File: src/rtl/uart_mmio.sv
// uart_mmio: memory-mapped 8N1 UART with a transmit FIFO and a single-byte
// receive holding register.
//
// Register map (byte addresses on the CPU bus):
//   0x082 DATA  write: push wr_data[7:0] into the TX FIFO
//               read : {8'h00, rx_byte}, or 0 when no byte is held; clears
//                      rx_valid and rx_ovr
//   0x084 STAT  read : {10'b0, ferr, tx_ovf, rx_ovr, rx_valid, tx_full, tx_empty}
//                      tx_ovf and ferr clear on read (the pre-clear value is
//                      returned)
//
// Ports:
//   clk      system clock, all state on the rising edge
//   rst      asynchronous, active-high reset
//   addr     CPU byte address
//   wr, rd   one-cycle write / read strobes
//   wr_data  write data, only [7:0] used
//   rd_data  read data, registered, valid the cycle after rd
//   sel_d    high the cycle after any access to DATA or STAT
//   txd      serial out, idles high
//   rxd      serial in, asynchronous to clk

`ifndef ADDR_WIDTH
`define ADDR_WIDTH 16
`endif

module uart_mmio #(
  parameter int unsigned CLOCK_HZ = 100_000,
  parameter int unsigned BAUD     = 9_600,
  parameter int unsigned TX_DEPTH = 16
) (
  input  logic                   clk,
  input  logic                   rst,
  input  logic [`ADDR_WIDTH-1:0] addr,
  input  logic                   wr,
  input  logic                   rd,
  input  logic [15:0]            wr_data,
  output logic [15:0]            rd_data,
  output logic                   sel_d,
  output logic                   txd,
  input  logic                   rxd
);

  localparam int unsigned DIV  = CLOCK_HZ / BAUD;
  localparam int unsigned HALF = DIV / 2;
  localparam int unsigned CW   = $clog2(DIV);
  localparam int unsigned AW   = $clog2(TX_DEPTH);

  localparam logic [CW-1:0] CNT_LAST = CW'(DIV - 1);
  localparam logic [CW-1:0] CNT_HALF = CW'(HALF - 1);

  localparam logic [`ADDR_WIDTH-1:0] ADDR_DATA = `ADDR_WIDTH'('h082);
  localparam logic [`ADDR_WIDTH-1:0] ADDR_STAT = `ADDR_WIDTH'('h084);

  // --------------------------------------------------------------------------
  // Bus decode
  // --------------------------------------------------------------------------
  logic w_hit_data;
  logic w_hit_stat;
  logic w_rd_data;
  logic w_rd_stat;
  logic w_wr_data;

  assign w_hit_data = (addr == ADDR_DATA);
  assign w_hit_stat = (addr == ADDR_STAT);
  assign w_rd_data  = rd & w_hit_data;
  assign w_rd_stat  = rd & w_hit_stat;
  assign w_wr_data  = wr & w_hit_data;

  logic w_unused;
  assign w_unused = ^wr_data[15:8];

  // --------------------------------------------------------------------------
  // TX FIFO: pointers carry one extra bit so full and empty are distinguishable
  // --------------------------------------------------------------------------
  logic [7:0]  r_fifo [TX_DEPTH];
  logic [AW:0] r_wptr;
  logic [AW:0] r_rptr;
  logic        w_empty;
  logic        w_full;
  logic        w_tx_push;
  logic        w_tx_pop;
  logic [7:0]  w_head;

  assign w_empty = (r_wptr == r_rptr);
  assign w_full  = (r_wptr[AW] != r_rptr[AW]) && (r_wptr[AW-1:0] == r_rptr[AW-1:0]);
  assign w_head  = r_fifo[r_rptr[AW-1:0]];

  // A pop in the same cycle frees the slot, so a write to a full FIFO is
  // still accepted then.
  assign w_tx_push = w_wr_data && (!w_full || w_tx_pop);

  always_ff @(posedge clk) begin
    if (w_tx_push) begin
      r_fifo[r_wptr[AW-1:0]] <= wr_data[7:0];
    end
  end

  always_ff @(posedge clk or posedge rst) begin
    if (rst) begin
      r_wptr <= '0;
      r_rptr <= '0;
    end else begin
      if (w_tx_push) r_wptr <= r_wptr + 1'b1;
      if (w_tx_pop)  r_rptr <= r_rptr + 1'b1;
    end
  end

  // --------------------------------------------------------------------------
  // TX FSM
  // --------------------------------------------------------------------------
  typedef enum logic [1:0] {TxIdle, TxStart, TxData, TxStop} tx_state_e;

  tx_state_e     r_tx_state;
  logic [CW-1:0] r_tx_cnt;
  logic [2:0]    r_tx_bit;
  logic [7:0]    r_tx_shift;
  logic          r_txd;
  logic          w_tx_empty;
  logic          r_tx_ovf;

  // Pop when idle, or at the end of a stop bit so frames run back to back.
  assign w_tx_pop = !w_empty &&
                    ((r_tx_state == TxIdle) ||
                     ((r_tx_state == TxStop) && (r_tx_cnt == CNT_LAST)));

  assign w_tx_empty = w_empty && (r_tx_state == TxIdle);

  always_ff @(posedge clk or posedge rst) begin
    if (rst) begin
      r_tx_state <= TxIdle;
      r_tx_cnt   <= '0;
      r_tx_bit   <= '0;
      r_tx_shift <= '0;
      r_txd      <= 1'b1;
    end else begin
      unique case (r_tx_state)
        TxIdle: begin
          if (w_tx_pop) begin
            r_tx_shift <= w_head;
            r_tx_cnt   <= '0;
            r_txd      <= 1'b0;
            r_tx_state <= TxStart;
          end
        end
        TxStart: begin
          if (r_tx_cnt == CNT_LAST) begin
            r_tx_cnt   <= '0;
            r_tx_bit   <= '0;
            r_txd      <= r_tx_shift[0];
            r_tx_shift <= r_tx_shift >> 1;
            r_tx_state <= TxData;
          end else begin
            r_tx_cnt <= r_tx_cnt + 1'b1;
          end
        end
        TxData: begin
          if (r_tx_cnt == CNT_LAST) begin
            r_tx_cnt <= '0;
            if (r_tx_bit == 3'd7) begin
              r_txd      <= 1'b1;
              r_tx_state <= TxStop;
            end else begin
              r_tx_bit   <= r_tx_bit + 1'b1;
              r_txd      <= r_tx_shift[0];
              r_tx_shift <= r_tx_shift >> 1;
            end
          end else begin
            r_tx_cnt <= r_tx_cnt + 1'b1;
          end
        end
        TxStop: begin
          if (r_tx_cnt == CNT_LAST) begin
            r_tx_cnt <= '0;
            if (w_tx_pop) begin
              r_tx_shift <= w_head;
              r_txd      <= 1'b0;
              r_tx_state <= TxStart;
            end else begin
              r_tx_state <= TxIdle;
            end
          end else begin
            r_tx_cnt <= r_tx_cnt + 1'b1;
          end
        end
        default: begin
          r_tx_state <= TxIdle;
          r_txd      <= 1'b1;
        end
      endcase
    end
  end

  assign txd = r_txd;

  // A dropped write in the same cycle as a STAT read keeps the flag set.
  always_ff @(posedge clk or posedge rst) begin
    if (rst) begin
      r_tx_ovf <= 1'b0;
    end else if (w_wr_data && w_full && !w_tx_pop) begin
      r_tx_ovf <= 1'b1;
    end else if (w_rd_stat) begin
      r_tx_ovf <= 1'b0;
    end
  end

  // --------------------------------------------------------------------------
  // RX synchroniser
  // --------------------------------------------------------------------------
  logic r_rx_sync1;
  logic r_rx_sync2;
  logic w_rxd;

  always_ff @(posedge clk or posedge rst) begin
    if (rst) begin
      r_rx_sync1 <= 1'b1;
      r_rx_sync2 <= 1'b1;
    end else begin
      r_rx_sync1 <= rxd;
      r_rx_sync2 <= r_rx_sync1;
    end
  end

  assign w_rxd = r_rx_sync2;

  // --------------------------------------------------------------------------
  // RX FSM and receive flags
  // --------------------------------------------------------------------------
  typedef enum logic [2:0] {RxIdle, RxStart, RxData, RxStop, RxBreak} rx_state_e;

  rx_state_e     r_rx_state;
  logic [CW-1:0] r_rx_cnt;
  logic [2:0]    r_rx_bit;
  logic [7:0]    r_rx_shift;
  logic [7:0]    r_rx_byte;
  logic          r_rx_valid;
  logic          r_rx_ovr;
  logic          r_ferr;

  always_ff @(posedge clk or posedge rst) begin
    if (rst) begin
      r_rx_state <= RxIdle;
      r_rx_cnt   <= '0;
      r_rx_bit   <= '0;
      r_rx_shift <= '0;
      r_rx_byte  <= '0;
      r_rx_valid <= 1'b0;
      r_rx_ovr   <= 1'b0;
      r_ferr     <= 1'b0;
    end else begin
      // Bus-side clears first; frame completion below overrides them.
      if (w_rd_data) begin
        r_rx_valid <= 1'b0;
        r_rx_ovr   <= 1'b0;
      end
      if (w_rd_stat) begin
        r_ferr <= 1'b0;
      end

      unique case (r_rx_state)
        RxIdle: begin
          if (!w_rxd) begin
            r_rx_cnt   <= '0;
            r_rx_state <= RxStart;
          end
        end
        RxStart: begin
          if (r_rx_cnt == CNT_HALF) begin
            r_rx_cnt <= '0;
            r_rx_bit <= '0;
            // Line back high at mid start bit: a glitch, not a frame.
            r_rx_state <= w_rxd ? RxIdle : RxData;
          end else begin
            r_rx_cnt <= r_rx_cnt + 1'b1;
          end
        end
        RxData: begin
          if (r_rx_cnt == CNT_LAST) begin
            r_rx_cnt   <= '0;
            r_rx_shift <= {w_rxd, r_rx_shift[7:1]};
            if (r_rx_bit == 3'd7) begin
              r_rx_state <= RxStop;
            end else begin
              r_rx_bit <= r_rx_bit + 1'b1;
            end
          end else begin
            r_rx_cnt <= r_rx_cnt + 1'b1;
          end
        end
        RxStop: begin
          if (r_rx_cnt == CNT_LAST) begin
            r_rx_cnt <= '0;
            if (w_rxd) begin
              r_rx_byte  <= r_rx_shift;
              r_rx_valid <= 1'b1;
              // A DATA read this cycle consumes the old byte: no overrun.
              if (r_rx_valid && !w_rd_data) begin
                r_rx_ovr <= 1'b1;
              end
              r_rx_state <= RxIdle;
            end else begin
              r_ferr     <= 1'b1;
              r_rx_state <= RxBreak;
            end
          end else begin
            r_rx_cnt <= r_rx_cnt + 1'b1;
          end
        end
        RxBreak: begin
          // Hold off until the line returns high so a break is not re-read.
          if (w_rxd) begin
            r_rx_state <= RxIdle;
          end
        end
        default: begin
          r_rx_state <= RxIdle;
        end
      endcase
    end
  end

  // --------------------------------------------------------------------------
  // Read data and select registers
  // --------------------------------------------------------------------------
  logic [15:0] w_stat;
  logic [15:0] r_rd_data;
  logic        r_sel_d;

  assign w_stat = {10'b0, r_ferr, r_tx_ovf, r_rx_ovr, r_rx_valid, w_full, w_tx_empty};

  always_ff @(posedge clk or posedge rst) begin
    if (rst) begin
      r_rd_data <= '0;
      r_sel_d   <= 1'b0;
    end else begin
      if (w_rd_data) begin
        r_rd_data <= {8'h00, (r_rx_valid ? r_rx_byte : 8'h00)};
      end else if (w_rd_stat) begin
        r_rd_data <= w_stat;
      end else begin
        r_rd_data <= '0;
      end
      r_sel_d <= (rd | wr) & (w_hit_data | w_hit_stat);
    end
  end

  assign rd_data = r_rd_data;
  assign sel_d   = r_sel_d;

endmodule

File: config.mk
export PLATFORM = sky130hd
export DESIGN_NAME = uart_mmio
export DESIGN_NICKNAME = d
export VERILOG_FILES = /design/src/rtl/uart_mmio.sv
export SDC_FILE = /design/constraint.sdc
export NUM_CORES = 1
export LEC_CHECK = 0
export ABC_AREA = 1
export BUFFER_PORTS_ARGS = -buffer_cell sky130_fd_sc_hd__buf_2
export CAP_MARGIN = 40
export CORE_ASPECT_RATIO = 0.5
export CORE_MARGIN = 2
export CORE_UTILIZATION = 30
export DETAILED_ROUTE_END_ITERATION = 10
export GPL_TIMING_DRIVEN = 0
export PLACE_DENSITY = 0.48
export RECOVER_POWER = 25
export SLEW_MARGIN = 25
export SYNTH_ARGS = -nofsm -noshare
export SYNTH_HDL_FRONTEND = slang
export SYNTH_SLANG_ARGS = --single-unit
File: constraint.sdc
create_clock -name clk -period 4.4 [get_ports clk]
set_input_delay 0.44 -clock clk [delete_from_list [all_inputs] [get_ports clk]]
set_output_delay 0.44 -clock clk [all_outputs]
set_load 0.05 [all_outputs]
==> impl_metrics.prom <==
# TYPE chip_impl_metric gauge
chip_impl_metric{name="ys_ff_latch",unit=""} 197
chip_impl_metric{name="via_count_of_the_first_global_routing_pass",unit=""} 6161
chip_impl_metric{name="dr_total_vias",unit=""} 6219
chip_impl_info{name="result_of_the_run",value="finished, final reports clean"} 1
chip_impl_metric{name="final.setup_skew",unit="ns"} 0.0159
chip_impl_metric{name="leakage_component_of_the_power",unit="nW"} 4.46
chip_impl_metric{name="chipHeight",unit="µm"} 126
chip_impl_info{name="synth_top_flop_cell",value="sky130_fd_sc_hd__edfxtp_1"} 1
chip_impl_metric{name="tns",unit="ns"} 0
chip_impl_metric{name="max-slew-margin-rel",unit="%"} 38.8
chip_impl_info{name="startpoint_type",value="flop"} 1
chip_impl_metric{name="final.setup.worst_slack",unit="ns"} 1.76
chip_impl_metric{name="post_synth_edffs",unit=""} 128
chip_impl_metric{name="coreArea",unit="mm²"} 0.0292
chip_impl_metric{name="dpl.hpwl",unit="µm"} 14800
chip_impl_metric{name="cts.hold.buffers_added",unit=""} 1
chip_impl_metric{name="tot_gr_track_use",unit="%"} 14.2
chip_impl_metric{name="detail_route.iter0.violations",unit=""} 453
chip_impl_metric{name="detail_route.first_pass.iterations",unit=""} 5
chip_impl_metric{name="drt-wirelength-per-cell",unit="µm"} 15.2
chip_impl_metric{name="fillers",unit=""} 2964
chip_impl_metric{name="number_of_buffers_inserted_by_port_buffering",unit=""} 38
chip_impl_metric{name="cts_post_setup_buffers_inserted",unit=""} 0
chip_impl_metric{name="cp_slowest_stage_delay",unit="ns"} 0.69
chip_impl_metric{name="post_place_worst_slack",unit="ns"} 1.67
chip_impl_metric{name="die-area",unit="mm²"} 0.0314
chip_impl_metric{name="ff2ff_path_depth",unit=""} 8
chip_impl_metric{name="rows",unit=""} 44
chip_impl_info{name="cts_tree",value="built"} 1
chip_impl_metric{name="post-route-drc-count",unit=""} 0
chip_impl_info{name="setup.worst_path.class",value="reg2reg"} 1
chip_impl_info{name="ctsRootBufferMaster",value="sky130_fd_sc_hd__clkbuf_16"} 1
chip_impl_info{name="rsz0062_at_grt",value="no"} 1
chip_impl_metric{name="worst_pin_slew",unit="ns"} 0.919
chip_impl_metric{name="report.final.slew_viol_count",unit=""} 0
chip_impl_info{name="crit_chain",value="inv_1, ha_1, inv_1, o21ai_4, nand2_4, nand2_4, nand2_1, nor3_2"} 1
chip_impl_info{name="holdCritPathClass",value="in2reg"} 1
chip_impl_metric{name="yosysWarnings",unit=""} 0
chip_impl_metric{name="synthArstFlopShare",unit="%"} 35.0
chip_impl_metric{name="min_period_over_period",unit="%"} 60.1
chip_impl_metric{name="multi_input_area",unit="mm²"} 0.00279
chip_impl_metric{name="netlist_instances",unit=""} 919
chip_impl_metric{name="area_growth_syn_to_layout",unit="%"} 15.6
chip_impl_metric{name="hold_violations",unit=""} 0
chip_impl_metric{name="grt-ovfl-total",unit=""} 0
chip_impl_metric{name="antennaDiodeCount",unit=""} 0
chip_impl_info{name="critical_path.endpoint_type",value="flop"} 1
chip_impl_metric{name="drive_above_1_share",unit="%"} 12.8
chip_impl_metric{name="chipWidth",unit="µm"} 248
chip_impl_metric{name="synth_seq_area_share",unit="%"} 62.2
chip_impl_metric{name="finalSetupViolCount",unit=""} 0
chip_impl_metric{name="design.portCount",unit=""} 55
chip_impl_metric{name="drv.max_cap_violation_count",unit=""} 0
chip_impl_metric{name="finalWorstPathRequiredPeriod",unit="ns"} 2.64
chip_impl_metric{name="cts-root-to-sink-buffers",unit=""} 2
chip_impl_metric{name="grt_start_max_net_pins",unit=""} 41
chip_impl_metric{name="grt_antenna_before_repair",unit=""} 0
chip_impl_metric{name="worstPathBufferInverterCount",unit=""} 2
chip_impl_metric{name="synthesized_area",unit="mm²"} 0.00896
chip_impl_info{name="cp_slowest_cell",value="sky130_fd_sc_hd__nor3_2"} 1
chip_impl_metric{name="post_cts_resize_count",unit=""} 0
chip_impl_metric{name="register_area",unit="mm²"} 0.00557
chip_impl_metric{name="synth_cell_type_count",unit=""} 42
chip_impl_metric{name="path_clk_slew",unit="ns"} 0.07
chip_impl_metric{name="vdd.ir_drop.worst",unit="µV"} 220
chip_impl_metric{name="path_max_fanout",unit=""} 9
chip_impl_metric{name="highest_clock_rate",unit="GHz"} 0.378
chip_impl_metric{name="floorplan.initialDensity",unit="%"} 30.7
chip_impl_metric{name="clk_latency",unit="ns"} 0.45
chip_impl_metric{name="drt.antenna.violating_nets",unit=""} 0
chip_impl_metric{name="avgViaCountPerCell",unit=""} 4.46
chip_impl_metric{name="min_path_cells",unit=""} 1
chip_impl_metric{name="worst-path-stages",unit=""} 8
chip_impl_metric{name="pwr_per_cell_area",unit="mW/mm²"} 569
chip_impl_metric{name="cts_inserted_buffers",unit=""} 17
chip_impl_metric{name="cts_max_level",unit=""} 4
chip_impl_metric{name="worst_ep_required_time",unit="ns"} 4.47
chip_impl_metric{name="grt_pass1_wl",unit="µm"} 34200
chip_impl_metric{name="syn_avg_cell_area",unit="µm²"} 9.75
chip_impl_metric{name="place_congestion",unit=""} 0.828
chip_impl_metric{name="timing.critical_path.arrival",unit="ns"} 2.72
chip_impl_metric{name="final_net_count",unit=""} 1044
chip_impl_metric{name="routed_wl",unit="µm"} 21200
chip_impl_metric{name="cts.sinks",unit=""} 197
chip_impl_info{name="crit_family",value="simple AND/OR/NAND/NOR gates"} 1
[Yosys cell counts, types with 8 or more instances]
cell type / n / share of area, %
sky130_fd_sc_hd__clkbuf_1: 10 / 0.42
sky130_fd_sc_hd__a21oi_1: 19 / 1.1
sky130_fd_sc_hd__nand3_1: 105 / 5.9
sky130_fd_sc_hd__dfrtp_1: 66 / 18
sky130_fd_sc_hd__nor3_1: 11 / 0.61
sky130_fd_sc_hd__o21ai_0: 43 / 2.4
sky130_fd_sc_hd__buf_4: 8 / 0.67
sky130_fd_sc_hd__nor2_1: 58 / 2.4
sky130_fd_sc_hd__buf_2: 9 / 0.50
sky130_fd_sc_hd__edfxtp_1: 128 / 43
sky130_fd_sc_hd__xor2_1: 8 / 0.78
sky130_fd_sc_hd__ha_1: 17 / 2.4
sky130_fd_sc_hd__inv_1: 124 / 5.2
sky130_fd_sc_hd__nand2_1: 242 / 10
[power by group]
| group | switching [W] | internal, W | leakage, nW | total, W |
|---|---|---|---|---|
| Combinational | 0.00143 | 0.000661 | 2.14 | 0.00209 |
| Sequential | 0.000108 | 0.00211 | 2.05 | 0.00222 |
| Clock | 0.000773 | 0.000808 | 0.280 | 0.00158 |
| Total | 0.00231 | 0.00358 | 4.46 | 0.00589 |
[kinds of logic (layout without fill, tap and decap cells)]
kind of cell,after synthesis,in the layout,synth area share [%]
other,1,8,0.0418
buffers and inverters,164,241,7.46
flip-flops,197,197,62.2
adder cells (fa/ha/maj),17,17,2.37
AO/OA/AOI/OAI,80,80,4.92
XOR/XNOR,11,11,1.16
AND/OR/NAND/NOR,449,449,21.9
[sequential cells by signal (all words and copies together) (netlist names), 5 cells and up]
name        cells
r_fifo        128
r_rptr          5
r_rx_byte       8
r_rx_shift      8
r_tx_shift      8
r_wptr          5
rd_data         8
[final timing paths]
path                                    start      endpoint  slack [ns]
max in group asynchronous                 rst    r_rx_sync1        3.28
worst min-delay path                      rxd    r_rx_sync1        0.09
worst min register to register     r_rx_sync1    r_rx_sync2        0.36
worst max-delay path            r_tx_state[1]  r_fifo[9][3]        1.76
worst max register to register  r_tx_state[1]  r_fifo[9][3]        1.76
min in group asynchronous                 rst  r_rx_byte[7]        0.52
[final cells by class]
| class | instances | share of cell area [%] |
|---|---|---|
| Sequential cell | 197 | 53.8 |
| Multi-Input combinational cell | 565 | 26.9 |
| Timing Repair Buffer | 45 | 2.40 |
| Inverter | 129 | 4.70 |
| Clock buffer | 17 | 4.11 |
| Tap cell | 391 | 4.72 |
| Clock inverter | 15 | 1.56 |
| Buffer | 35 | 1.78 |
[per-layer routing]
metal	GRT usage (%)	routed length, µm	up-vias
met4	4.68	320	0
met3	2.36	763	24
met5	0	0	-
met2	22.4	9580	96
li1	-	-	3130
met1	20.0	10600	2969
[stage by stage]
stage | hold slack [ns] | util (%) | total power [W] | instances | cell area [µm²]
2_1_floorplan | 0.345 | - | 0.00371 | 926 | 8990
3_3_place_gp | 0.347 | 33.1 | 0.00434 | 1355 | 9670
3_5_place_dp | 0.355 | 33.4 | 0.00436 | 1357 | 9740
4_1_cts | 0.0611 | 35.4 | 0.00595 | 1390 | 10300
5_1_grt | 0.0716 | 35.5 | 0.00630 | 1394 | 10400
6_report | 0.0880 | 35.5 | 0.00589 | 1394 | 10400
[layout by cell type, fill, tap and decap left out, types with 7 or more instances in the layout]
master                      instances
sky130_fd_sc_hd__xor2_1             8
sky130_fd_sc_hd__nand4_1            7
sky130_fd_sc_hd__buf_1              7
sky130_fd_sc_hd__o21ai_0           43
sky130_fd_sc_hd__clkbuf_16         17
sky130_fd_sc_hd__buf_4             13
sky130_fd_sc_hd__clkbuf_1          17
sky130_fd_sc_hd__nor2_1            58
sky130_fd_sc_hd__dfrtp_1           66
sky130_fd_sc_hd__buf_2             40
sky130_fd_sc_hd__nand3_1          105
sky130_fd_sc_hd__nand2_1          242
sky130_fd_sc_hd__conb_1             8
sky130_fd_sc_hd__nor3_2             9
sky130_fd_sc_hd__or2_2              7
sky130_fd_sc_hd__edfxtp_1         128
sky130_fd_sc_hd__a21oi_1           19
sky130_fd_sc_hd__ha_1              17
sky130_fd_sc_hd__inv_1            123
Power figures use the tool's default switching activity.
